<file path="config.mk">
export PLATFORM = sky130hd
export DESIGN_NAME = delay_tap_crossfade_mixer_flat
export DESIGN_NICKNAME = d
export VERILOG_FILES = /design/src/rtl/delay_tap_crossfade_mixer_if.sv /design/src/rtl/delay_tap_crossfade_mixer.sv /design/src/flat_wrapper.sv
export SDC_FILE = /design/constraint.sdc
export NUM_CORES = 1
export LEC_CHECK = 0
export ABC_CLOCK_PERIOD_IN_PS = 4700
export BUFFER_PORTS_ARGS = -buffer_cell sky130_fd_sc_hd__buf_4
export CAP_MARGIN = 0
export CORE_ASPECT_RATIO = 1.4
export CORE_MARGIN = 2
export CORE_UTILIZATION = 36
export DETAILED_ROUTE_END_ITERATION = 8
export GPL_ROUTABILITY_DRIVEN = 0
export PLACE_DENSITY = 0.67
export SLEW_MARGIN = 10
export SYNTH_ARGS = -nofsm -noshare
export SYNTH_HDL_FRONTEND = slang
export SYNTH_SLANG_ARGS = --single-unit
</file>
<file path="constraint.sdc">
create_clock -name clk -period 4.7 [get_ports clk]
set_input_delay 0.705 -clock clk [delete_from_list [all_inputs] [get_ports clk]]
set_output_delay 0.705 -clock clk [all_outputs]
set_load 0.01 [all_outputs]
</file>
<file path="src/rtl/delay_tap_crossfade_mixer_if.sv">
// Sample bundle between the delay-line bank and the echo mixer.
// The master drives the taps and gains; the slave returns the mix.
interface delay_tap_crossfade_mixer_if #(
  parameter int W      = 8,
  parameter int GAIN_W = 4
);
  logic              in_valid;
  logic [W-1:0]      dry;
  logic [4*W-1:0]    taps;
  logic [1:0]        tap_sel;
  logic [GAIN_W-1:0] dry_gain;
  logic [GAIN_W-1:0] wet_gain;
  logic [W-1:0]      mix_out;
  logic              out_valid;
  logic              fading;
  logic [1:0]        active_tap;

  modport master (
    output in_valid,
    output dry,
    output taps,
    output tap_sel,
    output dry_gain,
    output wet_gain,
    input  mix_out,
    input  out_valid,
    input  fading,
    input  active_tap
  );

  modport slave (
    input  in_valid,
    input  dry,
    input  taps,
    input  tap_sel,
    input  dry_gain,
    input  wet_gain,
    output mix_out,
    output out_valid,
    output fading,
    output active_tap
  );
endinterface

</file>
<file path="src/rtl/delay_tap_crossfade_mixer.sv">
// Weighted dry/wet echo mixer with click-free tap switching.
// The wet gain ramps to zero, the tap swaps, then it ramps back.
module delay_tap_crossfade_mixer #(
  parameter int W      = 8,
  parameter int GAIN_W = 4
) (
  input  logic                         clk,
  input  logic                         rst,
  delay_tap_crossfade_mixer_if.slave   bus
);

  localparam int PW = W + GAIN_W;
  localparam int SW = PW + 1;

  typedef enum logic [1:0] {
    IDLE,
    FADE_OUT,
    FADE_IN
  } state_t;

  typedef struct packed {
    logic          vld;
    logic [PW-1:0] pd;
    logic [PW-1:0] pw;
  } stage1_t;

  state_t            state_q;
  state_t            state_d;
  logic [GAIN_W-1:0] gain_q;
  logic [GAIN_W-1:0] gain_d;
  logic [1:0]        tap_q;
  logic [1:0]        tap_d;
  logic              fading_q;

  stage1_t           s1_q;
  logic [PW-1:0]     pd_d;
  logic [PW-1:0]     pw_d;
  logic [W-1:0]      wet_smp;

  logic [SW-1:0]     sum;
  logic [SW-1:0]     shifted;
  logic [W-1:0]      sat;
  logic [W-1:0]      mix_q;
  logic              ov_q;

  function automatic logic [GAIN_W-1:0] step_toward(
    input logic [GAIN_W-1:0] cur,
    input logic [GAIN_W-1:0] tgt
  );
    logic [GAIN_W-1:0] r;
    r = cur;
    if (cur < tgt) begin
      r = cur + GAIN_W'(1);
    end else if (cur > tgt) begin
      r = cur - GAIN_W'(1);
    end
    return r;
  endfunction

  // Pick the wet sample from the tap currently in use.
  always_comb begin
    wet_smp = '0;
    unique case (tap_q)
      2'd0: wet_smp = bus.taps[W-1:0];
      2'd1: wet_smp = bus.taps[2*W-1:W];
      2'd2: wet_smp = bus.taps[3*W-1:2*W];
      2'd3: wet_smp = bus.taps[4*W-1:3*W];
    endcase
  end

  // Gain-ramp FSM; it only advances on accepted samples.
  always_comb begin
    state_d = state_q;
    gain_d  = gain_q;
    tap_d   = tap_q;
    if (bus.in_valid) begin
      unique case (state_q)
        IDLE: begin
          if (bus.tap_sel != tap_q) begin
            state_d = FADE_OUT;
          end else begin
            gain_d = step_toward(gain_q, bus.wet_gain);
          end
        end
        FADE_OUT: begin
          if (gain_q == '0) begin
            tap_d   = bus.tap_sel;
            state_d = FADE_IN;
          end else begin
            gain_d = gain_q - GAIN_W'(1);
          end
        end
        FADE_IN: begin
          if (bus.tap_sel != tap_q) begin
            state_d = FADE_OUT;
          end else if (gain_q == bus.wet_gain) begin
            state_d = IDLE;
          end else begin
            gain_d = step_toward(gain_q, bus.wet_gain);
          end
        end
        default: state_d = IDLE;
      endcase
    end
  end

  // FSM state, ramp gain, active tap and the fading flag.
  always_ff @(posedge clk) begin
    if (rst) begin
      state_q  <= IDLE;
      gain_q   <= '0;
      tap_q    <= 2'd0;
      fading_q <= 1'b0;
    end else begin
      state_q  <= state_d;
      gain_q   <= gain_d;
      tap_q    <= tap_d;
      fading_q <= (state_d != IDLE);
    end
  end

  // Products use the gain and tap from before this sample's update.
  always_comb begin
    pd_d = PW'(bus.dry) * PW'(bus.dry_gain);
    pw_d = PW'(wet_smp) * PW'(gain_q);
  end

  // Stage 1: register both products for the accepted sample.
  always_ff @(posedge clk) begin
    if (rst) begin
      s1_q <= '0;
    end else begin
      s1_q.vld <= bus.in_valid;
      if (bus.in_valid) begin
        s1_q.pd <= pd_d;
        s1_q.pw <= pw_d;
      end
    end
  end

  // Sum, drop the gain fraction bits, clamp to full scale.
  always_comb begin
    sum     = SW'(s1_q.pd) + SW'(s1_q.pw);
    shifted = sum >> GAIN_W;
    sat     = (|shifted[SW-1:W]) ? '1 : shifted[W-1:0];
  end

  // Stage 2: output register, holds its value between samples.
  always_ff @(posedge clk) begin
    if (rst) begin
      mix_q <= '0;
      ov_q  <= 1'b0;
    end else begin
      ov_q <= s1_q.vld;
      if (s1_q.vld) begin
        mix_q <= sat;
      end
    end
  end

  assign bus.mix_out    = mix_q;
  assign bus.out_valid  = ov_q;
  assign bus.fading     = fading_q;
  assign bus.active_tap = tap_q;

endmodule
</file>
<file path="src/flat_wrapper.sv">
// flat-port wrapper written by rule: the top's interface ports become plain ports
module delay_tap_crossfade_mixer_flat 
#(
  parameter int W      = 8,
  parameter int GAIN_W = 4
)
  (clk, rst, bus_in_valid, bus_dry, bus_taps, bus_tap_sel, bus_dry_gain, bus_wet_gain, bus_mix_out, bus_out_valid, bus_fading, bus_active_tap);
  delay_tap_crossfade_mixer_if #(.W(W), .GAIN_W(GAIN_W)) bus_i ();
  input  logic clk;
  input  logic rst;
  input wire logic [$bits(bus_i.in_valid)-1:0] bus_in_valid;
  input wire logic [$bits(bus_i.dry)-1:0] bus_dry;
  input wire logic [$bits(bus_i.taps)-1:0] bus_taps;
  input wire logic [$bits(bus_i.tap_sel)-1:0] bus_tap_sel;
  input wire logic [$bits(bus_i.dry_gain)-1:0] bus_dry_gain;
  input wire logic [$bits(bus_i.wet_gain)-1:0] bus_wet_gain;
  output wire logic [$bits(bus_i.mix_out)-1:0] bus_mix_out;
  output wire logic [$bits(bus_i.out_valid)-1:0] bus_out_valid;
  output wire logic [$bits(bus_i.fading)-1:0] bus_fading;
  output wire logic [$bits(bus_i.active_tap)-1:0] bus_active_tap;
  assign bus_i.in_valid = bus_in_valid;
  assign bus_i.dry = bus_dry;
  assign bus_i.taps = bus_taps;
  assign bus_i.tap_sel = bus_tap_sel;
  assign bus_i.dry_gain = bus_dry_gain;
  assign bus_i.wet_gain = bus_wet_gain;
  assign bus_mix_out = bus_i.mix_out;
  assign bus_out_valid = bus_i.out_valid;
  assign bus_fading = bus_i.fading;
  assign bus_active_tap = bus_i.active_tap;
  delay_tap_crossfade_mixer #(.W(W), .GAIN_W(GAIN_W)) u_core (.clk(clk), .rst(rst), .bus(bus_i));
endmodule
</file>
==> reports/metrics.yaml <==
logic_synthesis:
  yosysMostFrequentCell: "nand2_1"
  synth.area.mux_share_pct: 8.64
  synthFlopType: "dfxtp_1"
  synth-xor-area-share_pct: 4.47
  synth_compound_area_share_pct: 13.8
  synth_seq_cells: 43
  synthAdderAreaFrac_pct: 26.2
  synth_top_family_by_area: "adder cells"
  ys_warn_count: 0
  syn-num-nets: 601
  synth_cell_type_count: 48
  synth_top_area_share_pct: 20.6
  netlist_instances: 475
  yosys-top-cells-area: "dfxtp_1 21%, ha_1 15%, fa_1 12%, and2_1 5.7%, nand2_1 4.5%"
  netlist_area_mm2: 0.00417
  synthTopCellsByCount: "50 x nand2_1, 49 x ha_1, 43 x dfxtp_1, 41 x inv_1, 38 x and2_1"
  synth-edff-count: 0
  synth.largest_area_cell: "dfxtp_1"
  yosys.area_share.simple_pct: 20.7
  synth-seq-area-share_pct: 20.6
  synth_area_per_cell_um2: 8.78
  synthArstFlopShare_pct: 0
drt:
  top_layer: "met4"
  num_vias: 3469
  drt-total-wl_um: 8930
  viasPerCell: 5.15
  ant_nets: 0
  wl_met3_um: 170
  drc: 0
  drt-wirelength-per-cell_um: 13.2
  dr.pass1.iters: 4
  wl_met2_um: 4880
  wl_met1_um: 3720
  drtIter0Drc: 125
setup_path:
  worst_ep_required_time_ns: 4.87
  crit_path_max_fanout: 8
  reg2reg_depth: 13
  crit_path_top_delay_cell: "dfxtp_1"
  endpoint_kind: "register"
  r2r_slack_ns: 0.64
  cp-startpoint: "u_core.bus.active_tap[1]"
  critPathBufInv: 2
  startpoint_type: "register"
  cp_cell_sequence: "buf_4, mux4_2, nand2_1, fa_1, inv_1, fa_1, ha_1, a211oi_1, o21ai_1, a21o_1, a41oi_1, mux2i_1, nand2_1"
  cp_slowest_stage_delay_ns: 0.63
  arrival_ns: 4.23
  critPathTopFamily: "adder cells"
  reg2reg_to: "u_core.s1_q[11]"
  r2r_start: "u_core.bus.active_tap[1]"
  path_class: "register to register"
power:
  power.density_mw_per_mm2: 252
  leakagePower_nw: 2.43
  irDropWorstVdd_mv: 0.163
die:
  chipWidth_um: 95.0
  die-area_mm2: 0.0125
  core_mm2: 0.0113
  ios: 65
  die_h_um: 131
  rows: 46
  start_util_pct: 36.8
layout:
  syn2layout_area_growth_pct: 18.0
  antennaDiodeCount: 0
  final_area_mm2: 0.00492
  fin_cells: 674
  drive_above_1_share_pct: 16.6
  nNetsFinal: 656
cts:
  cts_made_buffers: 5
  cts_setup_buffers: 0
  cts_tree: "yes"
  cts_resized: 0
  clockBufferDepth: 2
  clockRootBuffer: "clkbuf_16"
  clock_latency_ns: 0.28
  clock-sinks: 43
  cts.hold.buffers_added: 0
  htreeDepth: 2
  path_clk_slew_ns: 0.06
worst_hold_path:
  hp-start: "u_core.s1_q[23]"
  worstHoldEndpoint: "u_core.s1_q[23]"
  hold_path.class: "register to register"
  whs_path_depth: 2
timing:
  hold_viol_final: 0
  tightest_slew_ns: 0.677
  skew_ns: 0.00293
  finalSetupViolCount: 0
  worst_hold_slack_ns: 0.461
  min_period_over_period_pct: 86.3
  min_period_ns: 4.06
  final.setup.tns_ns: 0
  rsz0062_at_grt: "no"
  final_max_slew_viol_count: 0
  fmax_mhz: 247
  max-slew-margin-rel_pct: 54.8
placed_design:
  io_buffer_count: 64
  place_area_mm2: 0.00476
  place_hpwl_um: 7200
  dp_cells: 667
run_status:
  status: "completed"
global_route:
  track_usage_pct: 15.0
  grt_overflow: 0
  grt_antenna_before_repair: 0
  grt_max_degree: 51
  grt_pass1_wl_um: 15600
  first_global_vias: 3548
job:
  cap_violations: 0
[layer usage]
layer | GRT usage, % | vias up
li1 | - | 1747
met1 | 16.8 | 1668
met2 | 28.7 | 42
met3 | 2.24 | 12
met4 | 3.30 | 0
met5 | 0 | -
[how the worst max path moves through the flow]
stage	slack (ns)	endpoint	depth (start not counted)
final	0.64	u_core.s1_q[11]	13
after global routing	0.36	u_core.s1_q[11]	13
after CTS	0.59	u_core.s1_q[11]	13
after detailed placement	0.55	u_core.s1_q[11]	14
after global placement	0.63	u_core.s1_q[11]	14
after floorplan	0.79	u_core.s1_q[11]	14
[per-stage QoR]
stage / power [mW] / setup slack [ns] / util (%)
after floorplan: 0.740 / 0.792 / -
after global placement: 0.849 / 0.626 / 42.0
after detailed placement: 0.863 / 0.547 / 42.0
after CTS: 1.25 / 0.594 / 43.4
after global routing: 1.33 / 0.360 / 43.4
final: 1.24 / 0.644 / 43.4
[worst reg2reg max path, stage by stage (launching register included)]
cell	delay, ns
dfxtp_1	0.63
buf_4	0.27
mux4_2	0.55
nand2_1	0.12
fa_1	0.39
inv_1	0.09
fa_1	0.41
ha_1	0.33
a211oi_1	0.29
o21ai_1	0.14
a21o_1	0.21
a41oi_1	0.26
mux2i_1	0.22
nand2_1	0.06
[cell families after synthesis]
| group | after synthesis |
|---|---|
| AO/OA/AOI/OAI | 86 |
| XOR/XNOR | 17 |
| adder cells (fa/ha/maj) | 73 |
| buffers and inverters | 59 |
| flip-flops | 43 |
| multiplexers | 26 |
| AND/OR/NAND/NOR | 171 |
[power breakdown]
part	total, mW	switching (mW)	internal (mW)
registers	0.428	0.0321	0.396
clock network	0.386	0.138	0.248
logic	0.424	0.219	0.205
[sequential cells by signal, summed over array words and instances (netlist names)]
| register | cells |
|---|---|
| u_core.bus.mix_out | 8 |
| u_core.s1_q | 25 |
| u_core.bus.active_tap | 2 |
| u_core.gain_q | 4 |
| u_core.bus.fading | 1 |
| u_core.state_q | 2 |
| u_core.bus.out_valid | 1 |
[cell usage in the layout (no fill, tap or decap), drive strengths merged, types with 6 or more instances in the layout]
master	count
buf	65
nand2	50
ha	49
dfxtp	43
inv	42
and2	38
nor2	35
a21oi	24
fa	24
mux2i	18
o21ai	15
a211oi	13
xnor2	12
a21o	10
mux4	8
nand3	8
nor3b	8
nor2b	6
clkbuf	6
[layout make-up]
type	count	area [um2]
inverter	42	158
tap	144	180
fill	1082	6420
timing repair buffer	65	488
sequential	43	861
clock inverter	1	30.0
clock buffer	6	129
multi-input combinational	373	3080
No activity file was read; power rests on OpenSTA's default activity.
